$ cat src/rtl/usb_pkg.sv
// Shared definitions for the USB token receive path: PID codes, CRC5 constants,
// decoder state encoding and the serial CRC5 update.
package usb_pkg;

    localparam logic [3:0] PID_OUT   = 4'b0001;
    localparam logic [3:0] PID_IN    = 4'b1001;
    localparam logic [3:0] PID_SOF   = 4'b0101;
    localparam logic [3:0] PID_SETUP = 4'b1101;

    localparam logic [1:0] PID_CLASS_TOKEN = 2'b01;

    localparam logic [4:0] CRC5_INIT     = 5'b11111;
    localparam logic [4:0] CRC5_RESIDUAL = 5'b01100;

    typedef enum logic [2:0] {
        ST_IDLE,
        ST_PID,
        ST_BODY,
        ST_WAIT_EOP,
        ST_IGNORE
    } rx_state_t;

    // One bit of x^5+x^2+1, shifting toward q[4].
    function automatic logic [4:0] crc5_next(input logic [4:0] q, input logic d);
        return {q[3], q[2], q[1] ^ q[4] ^ d, q[0], q[4] ^ d};
    endfunction

    // SOF only counts as a token when the frame-number path is enabled.
    function automatic logic pid_is_token(input logic [3:0] pid, input logic sof_en);
        logic r;
        case (pid)
            PID_OUT, PID_IN, PID_SETUP: r = 1'b1;
            PID_SOF:                    r = sof_en;
            default:                    r = 1'b0;
        endcase
        return r && (pid[1:0] == PID_CLASS_TOKEN);
    endfunction

endpackage

$ cat src/rtl/usb_token_rx_if.sv
// Bit-stream input and decoded-token output bundle between the PHY front end,
// the token decoder and the protocol engine.
interface usb_token_rx_if;

    logic       pkt_start;
    logic       bit_valid;
    logic       bit_data;
    logic       pkt_eop;
    logic [6:0] dev_addr;

    logic       tok_valid;
    logic [3:0] tok_pid;
    logic [6:0] tok_addr;
    logic [3:0] tok_endp;
    logic       tok_match;
    logic       pid_err;
    logic       crc_err;
    logic       len_err;

    modport master (
        output pkt_start, bit_valid, bit_data, pkt_eop, dev_addr,
        input  tok_valid, tok_pid, tok_addr, tok_endp, tok_match,
               pid_err, crc_err, len_err
    );

    modport slave (
        input  pkt_start, bit_valid, bit_data, pkt_eop, dev_addr,
        output tok_valid, tok_pid, tok_addr, tok_endp, tok_match,
               pid_err, crc_err, len_err
    );

endinterface

$ cat src/rtl/usb_crc5_ser.sv
// Serial CRC5 LFSR; init has priority over en so a restart never folds in a stray bit.
module usb_crc5_ser
    import usb_pkg::*;
(
    input  logic       clk,
    input  logic       rst,
    input  logic       init,
    input  logic       en,
    input  logic       d,
    output logic [4:0] q
);

    logic [4:0] r_q;

    always_ff @(posedge clk or posedge rst) begin
        if (rst) begin
            r_q <= CRC5_INIT;
        end else if (init) begin
            r_q <= CRC5_INIT;
        end else if (en) begin
            r_q <= crc5_next(r_q, d);
        end
    end

    assign q = r_q;

endmodule

$ cat src/rtl/usb_token_rx.sv
// USB token packet decoder: shifts PID and address/endpoint bits LSB first, checks the
// PID complement and CRC5 residual at EOP, and emits one registered strobe per packet.
module usb_token_rx
    import usb_pkg::*;
#(
    parameter bit SOF_EN = 1'b1
) (
    input  logic           clk,
    input  logic           rst,
    usb_token_rx_if.slave  bus
);

    rx_state_t   r_state, w_state_bit, w_state_nxt;
    logic [3:0]  r_cnt, w_cnt_nxt;
    logic        r_ovl, w_ovl_bit, w_ovl_nxt;
    logic [7:0]  r_pid, w_pid_sh;
    logic [10:0] r_body, w_body_sh;
    logic [4:0]  w_crc_q, w_crc_eval;
    logic        w_pid_bit, w_body_bit, w_eop_act;
    logic        w_tok_set, w_pid_err_set, w_crc_err_set, w_len_err_set;

    logic        r_tok_valid, r_tok_match, r_pid_err, r_crc_err, r_len_err;
    logic [3:0]  r_tok_pid, r_tok_endp;
    logic [6:0]  r_tok_addr;

    // A bit arriving with pkt_start belongs to no packet and is dropped.
    assign w_pid_bit  = bus.bit_valid && !bus.pkt_start && (r_state == ST_PID);
    assign w_body_bit = bus.bit_valid && !bus.pkt_start && (r_state == ST_BODY);
    assign w_eop_act  = bus.pkt_eop && !bus.pkt_start && (r_state != ST_IDLE);

    // Shifted views include the current bit so an EOP in the same cycle sees it.
    assign w_pid_sh  = w_pid_bit ? {bus.bit_data, r_pid[7:1]} : r_pid;
    assign w_body_sh = (w_body_bit && (r_cnt < 4'd11)) ? {bus.bit_data, r_body[10:1]} : r_body;

    usb_crc5_ser u_crc (
        .clk  (clk),
        .rst  (rst),
        .init (bus.pkt_start),
        .en   (w_body_bit),
        .d    (bus.bit_data),
        .q    (w_crc_q)
    );

    assign w_crc_eval = w_body_bit ? crc5_next(w_crc_q, bus.bit_data) : w_crc_q;

    always_ff @(posedge clk or posedge rst) begin
        if (rst) begin
            r_state <= ST_IDLE;
            r_cnt   <= 4'd0;
            r_ovl   <= 1'b0;
            r_pid   <= 8'd0;
            r_body  <= 11'd0;
        end else begin
            r_state <= w_state_nxt;
            r_cnt   <= w_cnt_nxt;
            r_ovl   <= w_ovl_nxt;
            r_pid   <= w_pid_sh;
            r_body  <= w_body_sh;
        end
    end

    // Bit processing first (w_state_bit), then EOP, then pkt_start overriding both.
    always_comb begin
        w_state_bit = r_state;
        w_ovl_bit   = r_ovl;
        w_cnt_nxt   = r_cnt;
        case (r_state)
            ST_PID: begin
                if (w_pid_bit) begin
                    if (r_cnt == 4'd7) begin
                        w_cnt_nxt   = 4'd0;
                        w_state_bit = pid_is_token(w_pid_sh[3:0], SOF_EN) ? ST_BODY : ST_IGNORE;
                    end else begin
                        w_cnt_nxt = r_cnt + 4'd1;
                    end
                end
            end
            ST_BODY: begin
                if (w_body_bit) begin
                    if (r_cnt == 4'd15) begin
                        w_cnt_nxt   = 4'd0;
                        w_state_bit = ST_WAIT_EOP;
                    end else begin
                        w_cnt_nxt = r_cnt + 4'd1;
                    end
                end
            end
            ST_WAIT_EOP: begin
                if (bus.bit_valid && !bus.pkt_start) begin
                    w_state_bit = ST_IGNORE;
                    w_ovl_bit   = 1'b1;
                end
            end
            default: ;
        endcase

        w_state_nxt = w_state_bit;
        w_ovl_nxt   = w_ovl_bit;
        if (w_eop_act) begin
            w_state_nxt = ST_IDLE;
            w_ovl_nxt   = 1'b0;
            w_cnt_nxt   = 4'd0;
        end
        if (bus.pkt_start) begin
            w_state_nxt = ST_PID;
            w_ovl_nxt   = 1'b0;
            w_cnt_nxt   = 4'd0;
        end
    end

    always_comb begin
        w_tok_set     = 1'b0;
        w_pid_err_set = 1'b0;
        w_crc_err_set = 1'b0;
        w_len_err_set = 1'b0;
        if (w_eop_act) begin
            case (w_state_bit)
                ST_PID, ST_BODY: w_len_err_set = 1'b1;
                ST_WAIT_EOP: begin
                    if (w_pid_sh[7:4] != ~w_pid_sh[3:0]) begin
                        w_pid_err_set = 1'b1;
                    end else if (w_crc_eval != CRC5_RESIDUAL) begin
                        w_crc_err_set = 1'b1;
                    end else begin
                        w_tok_set = 1'b1;
                    end
                end
                ST_IGNORE: w_len_err_set = w_ovl_bit;
                default: ;
            endcase
        end
    end

    always_ff @(posedge clk or posedge rst) begin
        if (rst) begin
            r_tok_valid <= 1'b0;
            r_pid_err   <= 1'b0;
            r_crc_err   <= 1'b0;
            r_len_err   <= 1'b0;
            r_tok_pid   <= 4'd0;
            r_tok_addr  <= 7'd0;
            r_tok_endp  <= 4'd0;
            r_tok_match <= 1'b0;
        end else begin
            r_tok_valid <= w_tok_set;
            r_pid_err   <= w_pid_err_set;
            r_crc_err   <= w_crc_err_set;
            r_len_err   <= w_len_err_set;
            if (w_tok_set) begin
                r_tok_pid   <= w_pid_sh[3:0];
                r_tok_addr  <= w_body_sh[6:0];
                r_tok_endp  <= w_body_sh[10:7];
                r_tok_match <= (w_pid_sh[3:0] != PID_SOF) && (w_body_sh[6:0] == bus.dev_addr);
            end
        end
    end

    assign bus.tok_valid = r_tok_valid;
    assign bus.tok_pid   = r_tok_pid;
    assign bus.tok_addr  = r_tok_addr;
    assign bus.tok_endp  = r_tok_endp;
    assign bus.tok_match = r_tok_match;
    assign bus.pid_err   = r_pid_err;
    assign bus.crc_err   = r_crc_err;
    assign bus.len_err   = r_len_err;

endmodule
$ cat src/flat_wrapper.sv
// flat-port wrapper written by rule: the top's interface ports become plain ports
module usb_token_rx_flat import usb_pkg::*;
#(
    parameter bit SOF_EN = 1'b1
)
  (clk, rst, bus_pkt_start, bus_bit_valid, bus_bit_data, bus_pkt_eop, bus_dev_addr, bus_tok_valid, bus_tok_pid, bus_tok_addr, bus_tok_endp, bus_tok_match, bus_pid_err, bus_crc_err, bus_len_err);
  usb_token_rx_if bus_i ();
  input  logic clk;
  input  logic rst;
  input wire logic [$bits(bus_i.pkt_start)-1:0] bus_pkt_start;
  input wire logic [$bits(bus_i.bit_valid)-1:0] bus_bit_valid;
  input wire logic [$bits(bus_i.bit_data)-1:0] bus_bit_data;
  input wire logic [$bits(bus_i.pkt_eop)-1:0] bus_pkt_eop;
  input wire logic [$bits(bus_i.dev_addr)-1:0] bus_dev_addr;
  output wire logic [$bits(bus_i.tok_valid)-1:0] bus_tok_valid;
  output wire logic [$bits(bus_i.tok_pid)-1:0] bus_tok_pid;
  output wire logic [$bits(bus_i.tok_addr)-1:0] bus_tok_addr;
  output wire logic [$bits(bus_i.tok_endp)-1:0] bus_tok_endp;
  output wire logic [$bits(bus_i.tok_match)-1:0] bus_tok_match;
  output wire logic [$bits(bus_i.pid_err)-1:0] bus_pid_err;
  output wire logic [$bits(bus_i.crc_err)-1:0] bus_crc_err;
  output wire logic [$bits(bus_i.len_err)-1:0] bus_len_err;
  assign bus_i.pkt_start = bus_pkt_start;
  assign bus_i.bit_valid = bus_bit_valid;
  assign bus_i.bit_data = bus_bit_data;
  assign bus_i.pkt_eop = bus_pkt_eop;
  assign bus_i.dev_addr = bus_dev_addr;
  assign bus_tok_valid = bus_i.tok_valid;
  assign bus_tok_pid = bus_i.tok_pid;
  assign bus_tok_addr = bus_i.tok_addr;
  assign bus_tok_endp = bus_i.tok_endp;
  assign bus_tok_match = bus_i.tok_match;
  assign bus_pid_err = bus_i.pid_err;
  assign bus_crc_err = bus_i.crc_err;
  assign bus_len_err = bus_i.len_err;
  usb_token_rx #(.SOF_EN(SOF_EN)) u_core (.clk(clk), .rst(rst), .bus(bus_i));
endmodule
$ cat config.mk
export PLATFORM = sky130hd
export DESIGN_NAME = usb_token_rx_flat
export DESIGN_NICKNAME = d
export VERILOG_FILES = /design/src/rtl/usb_pkg.sv /design/src/rtl/usb_token_rx_if.sv /design/src/rtl/usb_crc5_ser.sv /design/src/rtl/usb_token_rx.sv /design/src/flat_wrapper.sv
export SDC_FILE = /design/constraint.sdc
export NUM_CORES = 1
export LEC_CHECK = 0
export ABC_AREA = 1
export BUFFER_PORTS_ARGS = -buffer_cell sky130_fd_sc_hd__buf_2
export CELL_PAD_IN_SITES_DETAIL_PLACEMENT = 1
export CELL_PAD_IN_SITES_GLOBAL_PLACEMENT = 2
export CORE_ASPECT_RATIO = 1.1
export CORE_UTILIZATION = 30
export DETAILED_ROUTE_END_ITERATION = 8
export MAX_ROUTING_LAYER = met4
export PLACE_DENSITY = 0.69
export SYNTH_ARGS = -nofsm -noshare
export SYNTH_HDL_FRONTEND = slang
export SYNTH_SLANG_ARGS = --single-unit
$ cat constraint.sdc
create_clock -name clk -period 5.17 [get_ports clk]
set_clock_uncertainty 0.2 [all_clocks]
set_input_delay 1.034 -clock clk [delete_from_list [all_inputs] [get_ports clk]]
set_output_delay 1.034 -clock clk [all_outputs]
set_load 0.1 [all_outputs]
==> results.sh, run 1 <==
export IMPL_tightest_slew_ns=0.7661
export IMPL_start_util=0.3075
export IMPL_peakVddDrop_v=0.0001451
export IMPL_grt_usage=0.1738
export IMPL_synthesis_area_um2=2861
export IMPL_root_buffer="clkbuf_8"
export IMPL_cts_tree="done"
export IMPL_yosysTopAreaCell="dfrtp_1"
export IMPL_fin_crit_ns=3.089
export IMPL_reg2reg_depth=12
export IMPL_required_ns=5.17
export IMPL_vias_per_cell=4.704
export IMPL_max_freq_mhz=323.7
export IMPL_die_area_um2=9933
export IMPL_max_clock_path_buffers=2
export IMPL_status="finished clean"
export IMPL_fp_dieW_um=95.12
export IMPL_cts_setup_buffers=0
export IMPL_place_inst=536
export IMPL_crit_type="in2reg"
export IMPL_vias=2559
export IMPL_hold_buffers=0
export IMPL_hold_path_class="reg2reg"
export IMPL_dp_slack_ns=1.683
export IMPL_antenna_found_initial=0
export IMPL_cp_arrival_ns=3.09
export IMPL_mostFrequentLayoutCells="nand2_1, nand3_1, dfrtp_1, inv_1"
export IMPL_drive_above_1_share=0.1569
export IMPL_drt_total_wl_um=7712
export IMPL_r2r_setup_slack_ns=2.25
export IMPL_leakagePower_nw=1.834
export IMPL_grt_max_degree=53
export IMPL_crit_end="u_core.bus.tok_addr[6]"
export IMPL_fin_setup_tns_ns=0
export IMPL_fin_ws_ns=2.081
export IMPL_synth_seq_cells=52
export IMPL_crit_path_end_kind="flop"
export IMPL_cts_sinks=52
export IMPL_grt_setup_unrepaired="no"
export IMPL_syn_avg_cell_area_um2=7.263
export IMPL_synth_edf_count=0
export IMPL_nFillCells=1185
export IMPL_synth_area_leaders="dfrtp_1, nand2_1, nand3_1"
export IMPL_ys_warn_count=0
export IMPL_clk_pin_slew_ns=0.10
export IMPL_chipHeight_um=104.4
export IMPL_max_cap_viol_count=0
export IMPL_numCtsBuffers=5
export IMPL_wl_per_cell_um=14.18
export IMPL_htree_levels=2
export IMPL_cp_max_fo=16
export IMPL_crit_start="bus_pkt_start"
export IMPL_drc=0
export IMPL_relSlewSlack=0.4880
export IMPL_dp_hpwl_um=5799
export IMPL_drt_iter0_markers=88
export IMPL_worstReg2RegEnd="u_core.bus.tok_match"
export IMPL_hold_violations=0
export IMPL_yosysTopAreaCellShare=0.4110
export IMPL_port_buffers=32
export IMPL_setup_viol=0
export IMPL_pwr_density_cell_nw_per_um2=303.2
export IMPL_design_core_area_um2=9305
export IMPL_ctsResizeCount=0
export IMPL_synthArstFlopShare=1.000
export IMPL_fin_crit_sh=0.5975
export IMPL_worstReg2RegStart="u_core.r_cnt[0]"
export IMPL_cp_start_kind="input pin"
export IMPL_syn_nets=408
export IMPL_num_antenna_cells=0
export IMPL_layoutNonFillerInstCount=544
export IMPL_fp_row_count=37
export IMPL_clk_latency_ns=0.31
export IMPL_ant_nets=0
export IMPL_final_common_cell="nand2_1"
export IMPL_ioPinCount=33
export IMPL_min_delay_start="u_core.bus.tok_addr[0]"
export IMPL_layout_nets=440
export IMPL_grt_pass1_wl_um=13210
export IMPL_synth_distinct_cells=32
export IMPL_grt_pass1_vias=2677
export IMPL_syn_to_final_growth_pct=12.24
export IMPL_synth_yosys_seq_area_share=0.4569
export IMPL_grt_overflow=0
export IMPL_place_congestion=0.7626
export IMPL_ys_flop_type="dfrtp_1"
export IMPL_worst_hold_slack_ns=0.2783
export IMPL_synthCells=394
export IMPL_firstDrtPassIters=4
export IMPL_drv_slew=0
synth_stat cells (2+ instances only):
cell and instances:
a21oi_1 4, buf_2 3, buf_4 2, buf_6 2
dfrtp_1 47, dfstp_2 5, inv_1 39, inv_2 5
nand2_1 165, nand2_2 2, nand2_4 3, nand3_1 51
nand3b_1 2, nand4_1 3, nor2_1 32, nor2_2 3
nor2_4 3, nor2_8 2, o21ai_0 6, o21ai_1 3
cells by family (layout without fill, tap and decap cells):
kind of cell	after synthesis	in the layout	synth area share
DFF	52	52	0.4569
AOI/OAI and AO/OA	16	16	0.03148
adders and majority gates	1	1	0.004372
and+or+nand+nor	271	271	0.4237
buffers and inverters	52	85	0.07739
xor gates and xnor gates	2	2	0.006123
stage by stage:
stage	power [mW]	util	instance area (µm²)
6_report	0.9739	0.3452	3212
3_3_place_gp	0.7368	0.3352	3119
3_5_place_dp	0.7380	0.3352	3119
5_1_grt	1.050	0.3452	3212
4_1_cts	0.9956	0.3452	3212
2_1_floorplan	0.6679	-	2861
flip-flops by register name (all words and copies together), names as in the netlist:
signal                cells
u_core.bus.crc_err        1
u_core.bus.tok_valid      1
u_core.r_ovl              1
u_core.r_body            11
u_core.bus.tok_pid        4
u_core.r_cnt              4
u_core.bus.tok_endp       4
u_core.r_pid              8
u_core.bus.tok_match      1
u_core.u_crc.q            5
u_core.r_state            3
u_core.bus.len_err        1
u_core.bus.pid_err        1
u_core.bus.tok_addr       7
area by class of cell:
cell class | count | area (µm²) | area share
clock buffer | 5 | 68.82 | 0.02143
clock inverter | 3 | 23.77 | 0.007402
inverter | 44 | 165.2 | 0.05142
multi-input combinational | 290 | 1333 | 0.4149
sequential | 52 | 1308 | 0.4071
tap | 117 | 146.4 | 0.04558
timing repair buffer | 33 | 167.7 | 0.05220
worst min path at each step:
stage                                         to  slack, ns  cells past startpoint
after CTS                  u_core.bus.tok_pid[3]       0.28                      2
after global routing      u_core.bus.tok_addr[6]       0.31                      2
after global placement    u_core.bus.tok_endp[1]       0.25                      2
after floorplan                     u_core.r_ovl       0.25                      2
final                     u_core.bus.tok_addr[0]       0.28                      2
after detailed placement   u_core.bus.tok_pid[3]       0.25                      2
routing by layer:
layer | vias to the layer above | GRT usage | routed length (µm)
met1 | 1217 | 0.2245 | 3653
li1 | 1297 | - | -
met4 | 0 | 0.03355 | 70
met5 | - | - | 0
met3 | 6 | 0.02705 | 227
met2 | 39 | 0.2862 | 3762
worst max-delay path: stages:
cell	delay, ns
buf_2	0.14
inv_2	0.15
nand2_4	0.09
nor2_4	0.32
nand2_1	0.11
o21ai_1	0.12
nand2_1	0.09
nor2_2	0.20
nand2_1	0.16
nor2_8	0.29
nand2_4	0.20
nand2_1	0.11
nand2_1	0.06
power by group:
group,switching [mW],internal (mW)
Clock,0.150,0.0964
Sequential,0.0267,0.437
Combinational,0.189,0.0755
(Power assumes the default switching activity.)
==> inputs of run 2 (changes only) <==
--- a/config.mk
+++ b/config.mk
@@ -5,7 +5,7 @@
 export SDC_FILE = /design/constraint.sdc
 export NUM_CORES = 1
 export LEC_CHECK = 0
-export ABC_AREA = 1
+export ABC_AREA = 0
 export BUFFER_PORTS_ARGS = -buffer_cell sky130_fd_sc_hd__buf_2
 export CELL_PAD_IN_SITES_DETAIL_PLACEMENT = 1
 export CELL_PAD_IN_SITES_GLOBAL_PLACEMENT = 2
@@ -13,7 +13,7 @@
 export CORE_UTILIZATION = 30
 export DETAILED_ROUTE_END_ITERATION = 8
 export MAX_ROUTING_LAYER = met4
-export PLACE_DENSITY = 0.69
+export PLACE_DENSITY = 0.63
 export SYNTH_ARGS = -nofsm -noshare
 export SYNTH_HDL_FRONTEND = slang
 export SYNTH_SLANG_ARGS = --single-unit
==> constraint.sdc (replaced) <==
create_clock -name clk -period 2.5 [get_ports clk]
set_clock_uncertainty 0.2 [all_clocks]
set_input_delay 0.5 -clock clk [delete_from_list [all_inputs] [get_ports clk]]
set_output_delay 0.5 -clock clk [all_outputs]
set_load 0.1 [all_outputs]
==> run 2 against run 1 <==
Net effect: die area shrank 12%; largest cell class is now registers; critical endpoint is now u_core.bus.tok_addr[4]; sequential share of layout area grew 0.81 points; power grew 77%; synthesized cell count shrank 44%.
==> results.sh, run 2 <==
export IMPL_status="finished clean"
export IMPL_worstReg2RegStart="u_core.r_state[0]"
export IMPL_peakVddDrop_v=0.0002910
export IMPL_hold_violations=0
export IMPL_hold_buffers=0
export IMPL_cp_max_fo=16
export IMPL_syn_to_final_growth_pct=25.60
export IMPL_die_area_um2=8728
export IMPL_fp_dieW_um=89.17
export IMPL_crit_path_end_kind="flop"
export IMPL_cts_sinks=52
export IMPL_drv_slew=0
export IMPL_clk_latency_ns=0.30
export IMPL_cp_start_kind="flop"
export IMPL_yosysTopAreaCell="dfrtp_1"
export IMPL_grt_max_degree=32
export IMPL_synth_most_common_cell="dfrtp_1"
export IMPL_dpl_instance_area_um2=3035
export IMPL_required_ns=2.49
export IMPL_relSlewSlack=0.6785
export IMPL_drt_total_wl_um=5568
export IMPL_synthesis_area_um2=2507
export IMPL_ys_warn_count=0
export IMPL_htree_levels=2
export IMPL_worst_hold_slack_ns=0.008968
export IMPL_max_cap_viol_count=0
export IMPL_design_core_area_um2=7998
export IMPL_fin_setup_tns_ns=0
export IMPL_fp_row_count=34
export IMPL_netlist_top_cells_count="dfrtp_1, mux2_2, nand2_1"
export IMPL_fin_crit_ns=2.420
export IMPL_r2r_setup_slack_ns=0.08
export IMPL_cp_arrival_ns=2.41
export IMPL_grt_setup_unrepaired="yes"
export IMPL_max_freq_mhz=413.3
export IMPL_ys_flop_type="dfrtp_1"
export IMPL_layoutNonFillerInstCount=395
export IMPL_antenna_found_initial=0
export IMPL_crit_type="reg2reg"
export IMPL_chipHeight_um=97.89
export IMPL_synth_area_leaders="dfrtp_1, mux2_2, dfstp_2"
export IMPL_synth_seq_cells=52
export IMPL_ioPinCount=33
export IMPL_port_buffers=32
export IMPL_synth_distinct_cells=44
export IMPL_worstReg2RegEnd="u_core.bus.tok_addr[4]"
export IMPL_hold_path_class="in2async"
export IMPL_wl_per_cell_um=14.10
export IMPL_fin_crit_sh=0.9679
export IMPL_synth_edf_count=0
export IMPL_max_clock_path_buffers=2
export IMPL_syn_nets=234
export IMPL_synthCells=220
export IMPL_final_common_cell="dfrtp_1"
export IMPL_grt_usage=0.1460
export IMPL_vias=1837
export IMPL_tightest_slew_ns=0.4816
export IMPL_drive_above_1_share=0.3902
export IMPL_reg2reg_depth=7
export IMPL_fin_ws_ns=0.08033
export IMPL_setup_viol=0
export IMPL_mostFrequentLayoutCells="dfrtp_1, buf_4, buf_2, mux2_2, nand2_1"
export IMPL_final_area_um2=3149
export IMPL_leakagePower_nw=1.610
export IMPL_dp_slack_ns=-0.08664
export IMPL_synthArstFlopShare=1.000
export IMPL_numCtsBuffers=5
export IMPL_nFillCells=958
export IMPL_drt_iter0_markers=38
export IMPL_vias_per_cell=4.651
export IMPL_drc=0
export IMPL_num_antenna_cells=0
export IMPL_yosysTopAreaCellShare=0.4691
export IMPL_grt_pass1_vias=1968
export IMPL_layout_nets=300
export IMPL_cts_tree="done"
export IMPL_firstDrtPassIters=4
export IMPL_root_buffer="clkbuf_8"
export IMPL_ant_nets=0
export IMPL_regMostFlops="u_core.r_body"
export IMPL_start_util=0.3135
export IMPL_seqCellArea_um2=1308
export IMPL_synth_yosys_seq_area_share=0.5215
export IMPL_clk_pin_slew_ns=0.09
export IMPL_multi_input_area_um2=1159
export IMPL_largest_reg_flops=11
export IMPL_grt_pass1_wl_um=9577
export IMPL_dp_hpwl_um=4404
export IMPL_grt_overflow=0
export IMPL_syn_avg_cell_area_um2=11.40
export IMPL_pwr_density_cell_nw_per_um2=548.7
export IMPL_place_congestion=0.7432
export IMPL_place_inst=387
run 2: area by class of cell:
cell class / instances / area share
flip-flops and latches: 52 / 0.4152
multi-input cells: 152 / 0.3679
repair buffers: 66 / 0.1359
well taps: 108 / 0.04291
clock buffers: 6 / 0.02304
inverters: 9 / 0.01073
clock inverters: 2 / 0.004370
run 2: repair_timing:
action,4_1_cts,5_1_grt
resized for setup,0,6
setup endpoints to repair,0,16
setup buffers,0,0
run 2: worst max-delay path by stage:
stage	from	cells after the start	endpoint	slack [ns]
6_report	u_core.r_state[0]	7	u_core.bus.tok_addr[4]	0.08
5_1_grt	u_core.r_state[2]	7	u_core.bus.tok_endp[0]	-0.05
4_1_cts	u_core.r_cnt[1]	7	u_core.bus.tok_match	0.03
3_5_place_dp	bus_bit_valid	7	u_core.bus.tok_match	-0.09
3_3_place_gp	bus_pkt_start	7	u_core.bus.tok_match	-0.08
2_1_floorplan	bus_bit_valid	6	u_core.bus.tok_match	0.09
run 2: metrics by stage:
stage	utilization	power, mW
floorplan	-	1.152
global placement	0.3795	1.275
detailed placement	0.3795	1.281
CTS	0.3903	1.767
global route	0.3938	1.837
finish	0.3938	1.728
run 2: logic make-up (layout without fill, tap and decap cells):
logic type      Yosys count  in the layout  synth area share
buf+inv                  16             83           0.02744
flops                    52             52            0.5215
mux                      28             28            0.1228
compound gates           36             36            0.1188
simple gates             73             73            0.1557
xor+xnor                 14             14           0.04890
fa+ha+maj                 1              1          0.004989
run 2: metal layers:
metal | wire (µm) | up-vias | GRT usage
li1 | - | 908 | -
met1 | 2699 | 908 | 0.1954
met2 | 2727 | 19 | 0.2278
met3 | 132 | 2 | 0.02620
met4 | 8 | 0 | 0.03663
met5 | 0 | - | -
run 2: worst max-delay path: stages (launching register included):
cell	delay [ns]
dfrtp_1	0.49
and3b_1	0.25
buf_4	0.15
nand3_1	0.13
and3_1	0.25
o2111ai_4	0.20
buf_4	0.27
mux2_2	0.37
run 2: power by group:
part | internal, mW | switching, mW
clock network | 0.200 | 0.264
logic | 0.152 | 0.168
registers | 0.895 | 0.0494
